File: config.mk
export PLATFORM = sky130hd
export DESIGN_NAME = uart_tx_buffered
export DESIGN_NICKNAME = d
export VERILOG_FILES = /design/src/rtl/uart_tx_buffered.sv
export SDC_FILE = /design/constraint.sdc
export NUM_CORES = 1
export LEC_CHECK = 0
export BUFFER_PORTS_ARGS = -buffer_cell sky130_fd_sc_hd__buf_2
export CORE_MARGIN = 1
export CORE_UTILIZATION = 65
export CTS_CLUSTER_DIAMETER = 100
export DETAILED_ROUTE_END_ITERATION = 7
export GPL_TIMING_DRIVEN = 0
export PLACE_DENSITY = 0.84
export SLEW_MARGIN = 20
export SYNTH_ARGS = -nofsm -noshare
export SYNTH_HDL_FRONTEND = slang
export SYNTH_SLANG_ARGS = --single-unit
File: constraint.sdc
create_clock -name clk -period 4.7 [get_ports clk]
set_input_delay 0.705 -clock clk [delete_from_list [all_inputs] [get_ports clk]]
set_output_delay 0.705 -clock clk [all_outputs]
set_load 0.01 [all_outputs]
File: src/rtl/uart_tx_buffered.sv
// -----------------------------------------------------------------------------
// uart_tx_buffered
//
// Buffered 8N1 UART transmitter. Bytes written through a strobe are queued in
// a small FIFO and serialised LSB first onto a registered tx line. A free-
// running divider produces the 16x oversampled baud tick used by the
// serialiser.
//
// Parameters
//   DBIT     : data bits per frame
//   SB_TICK  : baud ticks in the stop bit (16 / 24 / 32 = 1 / 1.5 / 2 stop bits)
//   DVSR     : clocks per baud tick, f_clk / (16 * baud)
//   DVSR_BIT : width of the divider counter
//   FIFO_W   : FIFO address bits, depth = 2**FIFO_W
//
// Ports
//   clk          : system clock
//   reset        : asynchronous active-high reset
//   wr_uart      : write strobe, enqueues w_data when the FIFO is not full
//   w_data       : byte to enqueue
//   tx           : serial output, idles high
//   tx_full      : FIFO full flag (registered)
//   tx_empty     : FIFO empty flag (registered)
//   tx_busy      : serialiser is not idle
//   tx_done_tick : one-clock pulse as the serialiser returns to idle
// -----------------------------------------------------------------------------
module uart_tx_buffered #(
    parameter int DBIT     = 8,
    parameter int SB_TICK  = 16,
    parameter int DVSR     = 326,
    parameter int DVSR_BIT = 9,
    parameter int FIFO_W   = 2
) (
    input  logic            clk,
    input  logic            reset,
    input  logic            wr_uart,
    input  logic [DBIT-1:0] w_data,
    output logic            tx,
    output logic            tx_full,
    output logic            tx_empty,
    output logic            tx_busy,
    output logic            tx_done_tick
);

    localparam int DEPTH = 1 << FIFO_W;
    localparam int N_W   = (DBIT > 1) ? $clog2(DBIT) : 1;

    localparam logic [DVSR_BIT-1:0] DVSR_LAST = DVSR_BIT'(DVSR - 1);
    localparam logic [N_W-1:0]      N_LAST    = N_W'(DBIT - 1);
    localparam logic [4:0]          S_BIT_END = 5'd15;
    // The tick counter is 5 bits so the stop bit can run up to 32 ticks.
    localparam logic [4:0]          S_STOP_END = 5'(SB_TICK - 1);

    typedef enum logic [1:0] {
        ST_IDLE  = 2'd0,
        ST_START = 2'd1,
        ST_DATA  = 2'd2,
        ST_STOP  = 2'd3
    } state_t;

    // ---------------------------------------------------------------- divider
    logic [DVSR_BIT-1:0] r_div_cnt;
    logic                w_tick;

    assign w_tick = (r_div_cnt == DVSR_LAST);

    // Free-running baud divider; never realigned to frame starts.
    always_ff @(posedge clk or posedge reset) begin
        if (reset) begin
            r_div_cnt <= '0;
        end else if (w_tick) begin
            r_div_cnt <= '0;
        end else begin
            r_div_cnt <= r_div_cnt + DVSR_BIT'(1);
        end
    end

    // ------------------------------------------------------------------- FIFO
    logic [DBIT-1:0]   r_mem [DEPTH];
    logic [FIFO_W-1:0] r_wr_ptr;
    logic [FIFO_W-1:0] r_rd_ptr;
    logic [FIFO_W-1:0] w_wr_ptr_inc;
    logic [FIFO_W-1:0] w_rd_ptr_inc;
    logic              r_full;
    logic              r_empty;
    logic              w_full_nxt;
    logic              w_empty_nxt;
    logic              w_wr_en;
    logic              w_rd_en;
    logic              w_pop;
    logic [DBIT-1:0]   w_fifo_head;

    // Full is judged on the registered flag, so a write into a full FIFO is
    // dropped even when the serialiser pops in the same cycle.
    assign w_wr_en      = wr_uart & ~r_full;
    assign w_rd_en      = w_pop & ~r_empty;
    assign w_wr_ptr_inc = r_wr_ptr + FIFO_W'(1);
    assign w_rd_ptr_inc = r_rd_ptr + FIFO_W'(1);
    assign w_fifo_head  = r_mem[r_rd_ptr];

    // FIFO storage; contents are logically discarded by the pointer reset.
    always_ff @(posedge clk) begin
        if (w_wr_en) begin
            r_mem[r_wr_ptr] <= w_data;
        end
    end

    // Next full/empty flags; a simultaneous write and pop keeps the count.
    always_comb begin
        w_full_nxt  = r_full;
        w_empty_nxt = r_empty;
        case ({w_wr_en, w_rd_en})
            2'b10: begin
                w_empty_nxt = 1'b0;
                w_full_nxt  = (w_wr_ptr_inc == r_rd_ptr);
            end
            2'b01: begin
                w_full_nxt  = 1'b0;
                w_empty_nxt = (w_rd_ptr_inc == r_wr_ptr);
            end
            default: begin
                w_full_nxt  = r_full;
                w_empty_nxt = r_empty;
            end
        endcase
    end

    // FIFO pointers and flags, all updated on the same edge.
    always_ff @(posedge clk or posedge reset) begin
        if (reset) begin
            r_wr_ptr <= '0;
            r_rd_ptr <= '0;
            r_full   <= 1'b0;
            r_empty  <= 1'b1;
        end else begin
            r_wr_ptr <= w_wr_en ? w_wr_ptr_inc : r_wr_ptr;
            r_rd_ptr <= w_rd_en ? w_rd_ptr_inc : r_rd_ptr;
            r_full   <= w_full_nxt;
            r_empty  <= w_empty_nxt;
        end
    end

    // ------------------------------------------------------------- serialiser
    state_t          r_state;
    state_t          w_state_nxt;
    logic [4:0]      r_s;
    logic [4:0]      w_s_nxt;
    logic [N_W-1:0]  r_n;
    logic [N_W-1:0]  w_n_nxt;
    logic [DBIT-1:0] r_b;
    logic [DBIT-1:0] w_b_nxt;
    logic            r_tx;
    logic            w_tx_nxt;
    logic            r_busy;
    logic            r_done;
    logic            w_done_nxt;

    // Serialiser state, counters and registered outputs.
    always_ff @(posedge clk or posedge reset) begin
        if (reset) begin
            r_state <= ST_IDLE;
            r_s     <= '0;
            r_n     <= '0;
            r_b     <= '0;
            r_tx    <= 1'b1;
            r_busy  <= 1'b0;
            r_done  <= 1'b0;
        end else begin
            r_state <= w_state_nxt;
            r_s     <= w_s_nxt;
            r_n     <= w_n_nxt;
            r_b     <= w_b_nxt;
            r_tx    <= w_tx_nxt;
            r_busy  <= (w_state_nxt != ST_IDLE);
            r_done  <= w_done_nxt;
        end
    end

    // Next-state logic; tx is derived from the next state so the registered
    // line changes on the same edge as the state.
    always_comb begin
        w_state_nxt = r_state;
        w_s_nxt     = r_s;
        w_n_nxt     = r_n;
        w_b_nxt     = r_b;
        w_pop       = 1'b0;
        w_done_nxt  = 1'b0;

        case (r_state)
            ST_IDLE: begin
                if (!r_empty) begin
                    w_pop       = 1'b1;
                    w_b_nxt     = w_fifo_head;
                    w_s_nxt     = 5'd0;
                    w_state_nxt = ST_START;
                end else begin
                    w_state_nxt = ST_IDLE;
                end
            end
            ST_START: begin
                if (w_tick) begin
                    if (r_s == S_BIT_END) begin
                        w_s_nxt     = 5'd0;
                        w_n_nxt     = '0;
                        w_state_nxt = ST_DATA;
                    end else begin
                        w_s_nxt = r_s + 5'd1;
                    end
                end else begin
                    w_s_nxt = r_s;
                end
            end
            ST_DATA: begin
                if (w_tick) begin
                    if (r_s == S_BIT_END) begin
                        w_s_nxt = 5'd0;
                        w_b_nxt = r_b >> 1;
                        if (r_n == N_LAST) begin
                            w_state_nxt = ST_STOP;
                        end else begin
                            w_n_nxt = r_n + N_W'(1);
                        end
                    end else begin
                        w_s_nxt = r_s + 5'd1;
                    end
                end else begin
                    w_s_nxt = r_s;
                end
            end
            ST_STOP: begin
                if (w_tick) begin
                    if (r_s == S_STOP_END) begin
                        w_done_nxt  = 1'b1;
                        w_state_nxt = ST_IDLE;
                    end else begin
                        w_s_nxt = r_s + 5'd1;
                    end
                end else begin
                    w_s_nxt = r_s;
                end
            end
            default: begin
                w_state_nxt = ST_IDLE;
            end
        endcase
    end

    // Line level for the state being entered.
    always_comb begin
        w_tx_nxt = 1'b1;
        case (w_state_nxt)
            ST_IDLE:  w_tx_nxt = 1'b1;
            ST_START: w_tx_nxt = 1'b0;
            ST_DATA:  w_tx_nxt = w_b_nxt[0];
            ST_STOP:  w_tx_nxt = 1'b1;
            default:  w_tx_nxt = 1'b1;
        endcase
    end

    assign tx           = r_tx;
    assign tx_full      = r_full;
    assign tx_empty     = r_empty;
    assign tx_busy      = r_busy;
    assign tx_done_tick = r_done;

endmodule
Yosys cells after proc, flatten, opt, wreduce, memory -nomap -nowiden
Memory sizes are Yosys's and may differ from the RTL's.
Index checks and enable logic that the tools add are counted.

storage, ports and cells
  register bits after elaboration = 36
  latch bits = 0
  bits in writable memories = 32
  bits in read-only memories = 0
  output and inout port bits = 5
  memories kept = 1

operators by class
  $add $sub $neg = 5
  $mul = 0
  divide/modulo/power cells = 0
  order comparisons = 0
  eq/ne operators = 22
  shift operators = 0
  muxes and demuxes = 36
  bitwise logic cells = 4
  reduce and logical (&&, ||, !) cells = 11

memories
  memory  depth  bits a word  rd ports  clocked after memory_dff  write ports  line  source
  r_mem   4      8            1         0                         1            79    logic [DBIT-1:0] r_mem [DEPTH];

operators by type and width
  kind                   number
  $mux W5                5
  $mux W8                3
  $ne A2 B2 Y1 const B   8
  $pmux W8 S2            1
  $mux W3                5
  $pmux W5 S3            1
  $mux W2                7
  $eq A2 B2 Y1 const B   5
  $add A9 B1 Y9 const B  1
  $eq A9 B9 Y1 const B   1
  $mux W9                1
  $mux W1                8
  $pmux W2 S4            1
  $reduce_and A4 Y1      2
  $reduce_bool A2 Y1     4
  $eq A2 B1 Y1 const B   3
  $pmux W3 S2            1
  $reduce_and A6 Y1      1
  $add A5 B1 Y5 const B  1
  $eq A5 B4 Y1 const B   1
  $add A2 B1 Y2 const B  2
  $eq A2 B2 Y1           2
  $logic_not A2 Y1       2
  $pmux W1 S2            2
  other kinds (7)        10

Logic depth before layout (Yosys ltp)
  word-level depth = 8
  mapped depth = 11

Worst setup path before layout
No wires, ideal clock.

  path type = reg2reg
  start = register r_s[0]
  end = register r_tx (netlist: tx)
  arrival time = 2.471 ns
  data required time = 4.606 ns
  slack = 2.134 ns
  cell stages (with the launch flop) = 11
  path buffers = 1
  path through = dfrtp_1 > ha_1 > and3_1 > ha_1 > nand2_2 > clkbuf_1 > a21oi_1 > a221o_1 > ha_1 > nor2b_1 > a311oi_1

on the way
  word-level cells in the longest chain between the ends = 7
  elaborated cells on any way between the ends = 17
  classes of those cells = eq/ne: 4; mux: 11; reduce/logical: 2

ends and longest elaborated chain
  element                                                  line           source
  from (decl)                                              146            logic [4:0] r_s;
  from (signal assigned)                                   170            r_s <= w_s_nxt;
  $eq A5 B4 Y1 (*)                                         202, 215, 232
  $mux W2, on equally long branches                        232, 202, 215
  $mux W2, on equally long branches                        231, 201, 214
  $pmux W2 S4                                              189            case (r_state)
  $eq A2 B2 Y1 / $logic_not A2 Y1 (equally long branches)  251            case (w_state_nxt)
  $reduce_or A2 Y1 (no source line)                        n/a
  $pmux W1 S3 (*)                                          251
  net w_tx_nxt                                             153            logic w_tx_nxt;
  to (signal assigned)                                     173            r_tx <= w_tx_nxt;
  to (decl)                                                152            logic r_tx;

Mark *: on every way through the listed nets, which the timed path passes. The rest lies on a longest branch. The select of a mux whose other input is x is not followed.
A chain may end at the register's enable or synchronous reset.

Worst setup path after layout
Same ends and word-level chain as after synthesis.

==> flow_summary.yaml <==
yosys:
  synth-xor-area-share: 0.03488
  ys_warn_count: 0
  synthAdderAreaFrac: 0.08432
  synth.most_common_cell: "dfrtp_1"
  synth_area_leaders: "edfxtp_1 29%, dfrtp_1 26%, ha_1 8.4%, mux4_2 5.5%, nand2_1 3.6%"
  synth.mux.area_fraction: 0.08892
  yosys.area_share.simple: 0.1234
  synth_flop_cell: "dfrtp_1"
  ys_types: 40
  ys_seq_elements: 68
  avgSynthCellArea_sq_um: 12.75
  seq_area_frac_synth: 0.5711
  synth_fp_nets: 289
  synth_area_sq_mm: 0.003264
  netlist_top_cells_count: "34 x dfrtp_1, 32 x edfxtp_1, 31 x nand2_1, 22 x ha_1, 17 x inv_1"
  synth_top_family_by_area: "simple AND/OR/NAND/NOR gates"
  synthCells: 256
  synth_area_leader_cell: "edfxtp_1"
  synth_top_area_frac: 0.2944
  synth_compound_area_frac: 0.06784
  postSynth.asyncResetShare: 0.5294
  synth_edf_count: 32
final_layout:
  seqCellArea_sq_mm: 0.001864
  nets: 315
  fill_cells: 308
  drive_gt1_frac: 0.1882
  diodes: 0
  syn2layout_area_growth_pct: 9.812
  multi_input_area_sq_mm: 0.001304
  fin_area_sq_mm: 0.003585
power_and_ir_drop:
  ir_worst_vdd_uv: 281.7
  power_leakage_nw: 1.438
  power_per_cell_area_mw_per_mm2: 351.3
min_path:
  min_path_type: "reg2reg"
floorplanning:
  placementRows: 25
  die_y_um: 72.87
  die_x_um: 72.87
  design.core.area_sq_mm: 0.004786
  die_area_sq_mm: 0.005309
  initial_core_util: 0.6821
  io_pins: 16
cts:
  clk_pin_slew_ns: 0.07
  insertion_delay_ns: 0.34
  cts_inserted_buffers: 9
  clock_path_buffers: 2
  cts_tree: "done"
  ctsHoldBuffers: 0
  htree_levels: 3
  post_cts_buffers: 0
  clock-sinks: 68
  cts_root_buffer: "clkbuf_8"
  cts_resized: 0
global_route:
  grt_pass1_wl_mm: 8.914
  grt.met3_usage: 0.06215
  met1_usage: 0.2641
  grt.overflow.total: 0
  antenna_found_initial: 0
  grt_max_degree: 37
  grt_use_total: 0.2328
  grt_pass1_vias: 2026
  met2_usage: 0.4102
  grt.busiest_layer: "met2"
timing:
  skew_ns: 0.005069
  fin_tns_setup_ns: 0
  tightest_slew_ns: 0.7499
  max_freq_mhz: 340.1
  holdWs_ns: 0.4836
  fin_crit_sh: 0.6257
  fin_ws_ns: 1.759
  grt_setup_unrepaired: "no"
  report.final.slew_viol_count: 0
  hold_violations: 0
  finalSetupViolCount: 0
  final.min_clock_period_ns: 2.941
  slew_headroom: 0.4994
setup_path:
  critical_path.max_fanout: 10
  critPathBufInv: 1
  crit_path_frequent_cell: "ha_1"
  end_kind: "register"
  critical_path_required_ns: 4.94
  slowest_stage: "dfrtp_1"
  start_kind: "register"
  cpPeakStageDelay_ns: 0.41
  worstSetupPathType: "reg2reg"
  cp_top_family: "compound AO/OA/AOI/OAI gates"
  worstPathCellList: "ha_1, and3_1, ha_1, nand2_2, clkbuf_1, a21oi_1, a221o_1, ha_1, nor2b_1, a311oi_1"
  arrival_ns: 3.18
placed_design:
  dpl_cell_area_sq_mm: 0.003423
  gp_congestion: 0.7731
  io_buffer_count: 15
  dp_hpwl_mm: 3.695
  dp_slack_ns: 1.759
run:
  maxCapViolations: 0
detailed_routing:
  drcViolationCount: 0
  drt_iter0_markers: 125
  antenna_left: 0
  vias: 1937
  drt_wl_total_mm: 5.192
  dr.pass1.iters: 4
  avgRoutedWirePerCell_um: 14.67
  drt-vias-per-instance: 5.472
status:
  outcome: "completed"
[per-stage QoR]
step / power, W / utilization / std cells
CTS: 0.001271 / 0.7490 / 354
detailed placement: 0.0008731 / 0.7153 / 338
global placement: 0.0008603 / 0.7153 / 338
finish: 0.001259 / 0.7490 / 354
floorplan: 0.0008240 / - / 256
global route: 0.001315 / 0.7490 / 354
[where the power goes]
part | switching [W] | internal, W
Clock | 0.000209 | 0.000191
Sequential | 0.0000235 | 0.000690
Combinational | 0.0000874 | 0.0000584
[routing by layer]
layer	wire length (um)	vias to the layer above
met4	72	0
met2	2640	33
met3	178	8
met1	2301	939
li1	-	957
met5	0	-
[path summary, 6_finish.rpt]
check                              startpoint             endpoint  slack, ns  cells past startpoint
setup / recovery           r_s[0]$_DFFE_PP0P_         tx$_DFF_PP1_       1.76                     10
hold / removal             r_n[0]$_DFFE_PP0P_   r_n[0]$_DFFE_PP0P_       0.48                      1
setup reg to reg           r_s[0]$_DFFE_PP0P_         tx$_DFF_PP1_       1.76                     10
hold reg to reg            r_n[0]$_DFFE_PP0P_   r_n[0]$_DFFE_PP0P_       0.48                      1
max in group asynchronous               reset   r_b[1]$_DFFE_PP0P_       3.73                      2
min in group asynchronous               reset  tx_full$_DFFE_PP0P_       0.49                      2
[worst reg2reg max path: stages, from the launching register on]
cell      delay [ns]
dfrtp_1         0.41
ha_1            0.24
and3_1          0.22
ha_1            0.24
nand2_2         0.11
clkbuf_1        0.34
a21oi_1         0.15
a221o_1         0.41
ha_1            0.32
nor2b_1         0.14
a311oi_1        0.27
[flip-flops by register name, summed over array words and instances (netlist names)]
signal        count
r_n               3
tx_busy           1
r_b               8
r_div_cnt         9
r_state           2
tx                1
tx_full           1
r_wr_ptr          2
r_rd_ptr          2
tx_empty          1
r_mem            32
r_s               5
tx_done_tick      1
[final cells by class]
class	instances	share of cell area
flip-flops and latches	68	0.5201
multi-input cells	163	0.3637
clock inverters	4	0.007330
inverters	17	0.01780
plain buffers	8	0.009075
clock buffers	12	0.03770
well taps	67	0.02339
repair buffers	15	0.02094
[logic make-up (layout without fill, tap and decap cells)]
group,Yosys count,count (layout)
AO/OA/AOI/OAI,32,32
adder cells (fa/ha/maj),22,22
flip-flops,68,68
AND/OR/NAND/NOR,78,78
XOR/XNOR,13,13
buffers and inverters,25,56
multiplexers,18,18
[layout by cell type (no fill, tap or decap), drive strengths merged, types with 7 or more instances in the layout]
| cell | Yosys | layout |
|---|---|---|
| and3 | 7 | 7 |
| buf | 2 | 17 |
| clkbuf | 6 | 18 |
| dfrtp | 34 | 34 |
| edfxtp | 32 | 32 |
| ha | 22 | 22 |
| inv | 17 | 17 |
| mux2 | 8 | 8 |
| mux4 | 8 | 8 |
| nand2 | 32 | 32 |
| nand3 | 8 | 8 |
| nor2 | 15 | 15 |
| o21ai | 14 | 14 |
| xnor2 | 8 | 8 |
Power figures use the tool's default switching activity.
